<file path="config.mk">
export PLATFORM = sky130hd
export DESIGN_NAME = mem_arbiter
export DESIGN_NICKNAME = d
export VERILOG_FILES = /design/src/rtl/mem_arbiter.sv
export SDC_FILE = /design/constraint.sdc
export NUM_CORES = 1
export LEC_CHECK = 0
export BUFFER_PORTS_ARGS = -buffer_cell sky130_fd_sc_hd__clkbuf_2
export CAP_MARGIN = 10
export CORE_ASPECT_RATIO = 1.4
export CORE_MARGIN = 4
export CORE_UTILIZATION = 25
export DETAILED_ROUTE_END_ITERATION = 7
export HOLD_SLACK_MARGIN = 0.03
export PLACE_DENSITY = 0.57
export SKIP_CTS_REPAIR_TIMING = 1
export SLEW_MARGIN = 10
export SYNTH_ARGS = -nofsm -noshare
export SYNTH_HDL_FRONTEND = slang
export SYNTH_SLANG_ARGS = --single-unit
</file>
<file path="constraint.sdc">
create_clock -name Clock -period 3.81 [get_ports Clock]
set_clock_uncertainty 0.05 [all_clocks]
set_input_delay 0.381 -clock Clock [delete_from_list [all_inputs] [get_ports Clock]]
set_output_delay 0.381 -clock Clock [all_outputs]
set_load 0.1 [all_outputs]
</file>
<file path="src/rtl/mem_arbiter.sv">
// Two-requester (CPU / DMA) arbiter and sequencer for the single-port system RAM.
// Define ARB_ROUND_ROBIN_EN to break CPU/DMA ties round-robin instead of CPU-first.
module mem_arbiter #(
    parameter int ADDR_W  = 9,
    parameter int DATA_W  = 32,
    parameter int MEM_LAT = 1
) (
    input  logic              Clock,
    input  logic              Reset,
    input  logic              CpuReq,
    input  logic              CpuWe,
    input  logic [ADDR_W-1:0] CpuAddr,
    input  logic [DATA_W-1:0] CpuWData,
    output logic              CpuAck,
    output logic [DATA_W-1:0] CpuRData,
    input  logic              DmaReq,
    input  logic              DmaWe,
    input  logic [ADDR_W-1:0] DmaAddr,
    input  logic [DATA_W-1:0] DmaWData,
    output logic              DmaAck,
    output logic [DATA_W-1:0] DmaRData,
    output logic              MemEn,
    output logic              MemWe,
    output logic [ADDR_W-1:0] MemAddr,
    output logic [DATA_W-1:0] MemWData,
    input  logic [DATA_W-1:0] MemRData,
    output logic              Busy,
    output logic              GntDma
);

    typedef enum logic [1:0] {IDLE, ISSUE, WAIT, DONE} state_t;

    localparam logic [1:0] LAT_INIT = 2'(MEM_LAT - 1);

    state_t              state;
    state_t              next_state;
    logic [1:0]          lat_cnt;
    logic                lat_we;
    logic [ADDR_W-1:0]   lat_addr;
    logic [DATA_W-1:0]   lat_wdata;
    logic                grant;
    logic                win_dma;
`ifdef ARB_ROUND_ROBIN_EN
    logic                last_dma;
`endif

    always_ff @(posedge Clock or posedge Reset) begin
        if (Reset) begin
            state <= IDLE;
        end else begin
            state <= next_state;
        end
    end

    // Memory strobes and acks are decoded from the state so that reset kills them at once.
    always_comb begin
        next_state = state;
        grant      = 1'b0;
        win_dma    = 1'b0;
        MemEn      = 1'b0;
        MemWe      = 1'b0;
        Busy       = 1'b1;
        CpuAck     = 1'b0;
        DmaAck     = 1'b0;
        case (state)
            IDLE: begin
                Busy = 1'b0;
                if (CpuReq || DmaReq) begin
                    grant      = 1'b1;
`ifdef ARB_ROUND_ROBIN_EN
                    win_dma    = DmaReq && (!CpuReq || !last_dma);
`else
                    win_dma    = DmaReq && !CpuReq;
`endif
                    next_state = ISSUE;
                end
            end
            ISSUE: begin
                MemEn      = 1'b1;
                MemWe      = lat_we;
                next_state = lat_we ? DONE : WAIT;
            end
            WAIT: begin
                if (lat_cnt == 2'd0) begin
                    next_state = DONE;
                end
            end
            DONE: begin
                CpuAck     = !GntDma;
                DmaAck     = GntDma;
                next_state = IDLE;
            end
            default: next_state = IDLE;
        endcase
    end

    assign MemAddr  = lat_addr;
    assign MemWData = lat_wdata;

    // Request fields are captured only at grant, so requesters may change them mid-access.
    always_ff @(posedge Clock or posedge Reset) begin
        if (Reset) begin
            lat_cnt   <= 2'd0;
            lat_we    <= 1'b0;
            lat_addr  <= '0;
            lat_wdata <= '0;
            GntDma    <= 1'b0;
            CpuRData  <= '0;
            DmaRData  <= '0;
`ifdef ARB_ROUND_ROBIN_EN
            last_dma  <= 1'b1;
`endif
        end else begin
            if (grant) begin
                GntDma    <= win_dma;
                lat_we    <= win_dma ? DmaWe : CpuWe;
                lat_addr  <= win_dma ? DmaAddr : CpuAddr;
                lat_wdata <= win_dma ? DmaWData : CpuWData;
`ifdef ARB_ROUND_ROBIN_EN
                last_dma  <= win_dma;
`endif
            end
            if (state == ISSUE) begin
                lat_cnt <= LAT_INIT;
            end
            if (state == WAIT) begin
                if (lat_cnt == 2'd0) begin
                    if (GntDma) begin
                        DmaRData <= MemRData;
                    end else begin
                        CpuRData <= MemRData;
                    end
                end else begin
                    lat_cnt <= lat_cnt - 2'd1;
                end
            end
        end
    end

endmodule

</file>
==> results.cfg <==
[die]
core_area_sq_um = 18100
start_util_pct = 25.6
ios = 231
die_area_sq_um = 20900
die_h_microns = 169
dieWidth_microns = 123
rows = 58

[timing]
slew_viol_final = 0
worst_pin_slew_ns = 1.05
setup_viol = 0
fin_tns_setup_ns = 0
fmax_ghz = 0.420
rsz0062_at_grt = no
period_share_pct = 62.4
relSlewSlack_pct = 29.4
hold_viol = 0
min_period_ns = 2.38

[routing]
wl_per_cell_microns = 15.6
drt_iter0_markers = 130
vias_per_cell = 4.46
dr_total_vias = 3477
dr.pass1.iters = 2
ant_nets = 0
detail_route.wirelength_microns = 12200
drc_errors = 0

[synthesis]
syn_inst = 316
synth.lib_cells_used.distinct = 26
yosys.area.top_type = dfrtp_1
synth_top_area_share_pct = 59.7
synth-seq-cells = 111
netlist_top_cells_area = dfrtp_1, a22o_1, mux2_2
syn_area_per_cell_sq_um = 14.7
yosysSeqAreaShare_pct = 59.7
synth_fp_nets = 441
synth_warnings = 0
synth_area_sq_um = 4650

[cells_and_area]
syn2layout_area_growth_pct = 34.7
nFillCells = 1856
ff_latch_area_sq_um = 2780
diodes = 0
multi_input_area_sq_um = 1710
finalNonFillerCells = 779
drive_gt1_share_pct = 59.0
fin_nets = 659

[placed_design]
dp_hpwl_microns = 9110
io_buffer_count = 230
gp_congestion = 0.733
place_inst = 763

[outcome]
status = completed

[grt]
gr-total-overflow = 0
grt_max_degree = 90
grt_pass1_vias = 3755
grt_util_all_layers_pct = 11.4
grt_pass1_wl_microns = 19000
antenna_found_initial = 0

[worst_setup_path]
crit_arrival_ns = 2.55
required_ns = 3.98
cp_max_fo = 32
endpoint_kind = flip-flop
start_kind = flip-flop
worstSetupPathType = flip-flop to flip-flop

[clocking]
clk_pin_slew_ns = 0.08
clk_latency_ns = 0.34
cts-root-buf = clkbuf_16
htreeDepth = 3
cts_made_buffers = 9
cts_sinks = 111
cts_tree = built
clockBufferDepth = 2

[flow_run]
maxCapViolations = 0

[hold_path]
hold_class = input port to asynchronous set/reset pin
==> layer usage <==
layer	vias to the layer above	part of all wire (%)	routed length, microns	track usage (%)
met5	-	0	0	0
met4	0	1.8	215	4.10
met3	16	8.0	972	3.23
met2	158	52	6290	20.5
met1	1672	39	4710	12.8
li1	1631	-	-	-
==> worst paths after layout <==
check	start	to	slack [ns]	depth (start not counted)
max	state[0]	DmaRData[16]	1.43	4
min	Reset	MemWData[13]	0.12	2
max reg2reg	state[0]	DmaRData[16]	1.43	4
min reg2reg	CpuRData[24]	CpuRData[24]	0.44	1
max in group asynchronous	Reset	MemWData[2]	2.77	3
min in group Clock	MemRData[25]	CpuRData[25]	0.23	2
==> cell type report <==
cell class	instances	area share, %
clock buffers	10	3.65
flip-flops and latches	111	44.3
repair buffers	233	18.7
multi-input cells	175	27.4
clock inverters	6	0.838
inverters	4	0.319
well taps	240	4.79
==> kinds of logic (layout without fill, tap and decap cells) <==
logic type,Yosys count,in the layout,share of synthesized area (%)
muxes,65,65,16.1
DFF,111,111,59.7
adders and majority gates,5,5,1.34
buffers and inverters,30,253,3.90
AOI/OAI and AO/OA,92,92,16.8
and+or+nand+nor,13,13,2.15
==> sequential cells by signal, indices dropped and copies added (netlist names) <==
signal    flops
state         2
lat_cnt       2
MemWData     32
MemAddr       9
CpuRData     32
lat_we        1
DmaRData     32
GntDma        1
==> metrics by stage <==
step	hold slack [ns]	util (%)	instance area, sq um	setup WS [ns]
floorplan	0.415	-	4650	0.448
global placement	0.425	33.0	5980	1.45
detailed placement	0.425	33.0	5980	1.37
CTS	0.206	34.5	6260	1.37
global route	0.209	34.5	6270	1.26
finish	0.120	34.5	6270	1.43
==> synthesized netlist by cell type <==
| cell | n |
|---|---|
| inv_1 | 4 |
| and2_1 | 3 |
| nand2_1 | 3 |
| mux2_2 | 59 |
| nor2b_1 | 2 |
| a32oi_1 | 1 |
| ha_1 | 5 |
| and4bb_1 | 1 |
| o21ai_1 | 1 |
| o22ai_1 | 1 |
| clkbuf_1 | 7 |
| o21ai_0 | 2 |
| a22o_1 | 84 |
| or2b_1 | 1 |
| o211ai_1 | 1 |
| buf_1 | 2 |
| buf_8 | 1 |
| mux2_1 | 2 |
| dfrtp_1 | 111 |
| mux2_4 | 4 |
| nor4b_4 | 1 |
| buf_6 | 6 |
| buf_2 | 10 |
| a21oi_1 | 2 |
| or3b_2 | 1 |
| nor3_1 | 1 |
==> critical path, stage by stage (launching register included) <==
cell and delay, ns:
dfrtp_1 0.41, inv_1 0.15, ha_1 0.28, and4bb_2 0.94, mux2_2 0.42
==> cells in the final DEF (no fill, tap or decap), drive strengths merged <==
cell,netlist,routed
inv,4,7
o21ai,3,3
nand2,3,3
or3b,1,1
mux2,65,65
dfrtp,111,111
or2b,1,1
nor4b,1,1
clkinv,0,3
ha,5,5
o22ai,1,1
a21oi,2,2
clkbuf,7,240
buf,19,3
a22o,84,84
nor3,1,1
nor2b,2,2
and2,3,3
and4bb,1,1
a32oi,1,1
o211ai,1,1
Power is not shown: default switching activity piles up to over one toggle a cycle in this logic, so the estimate is an artifact.
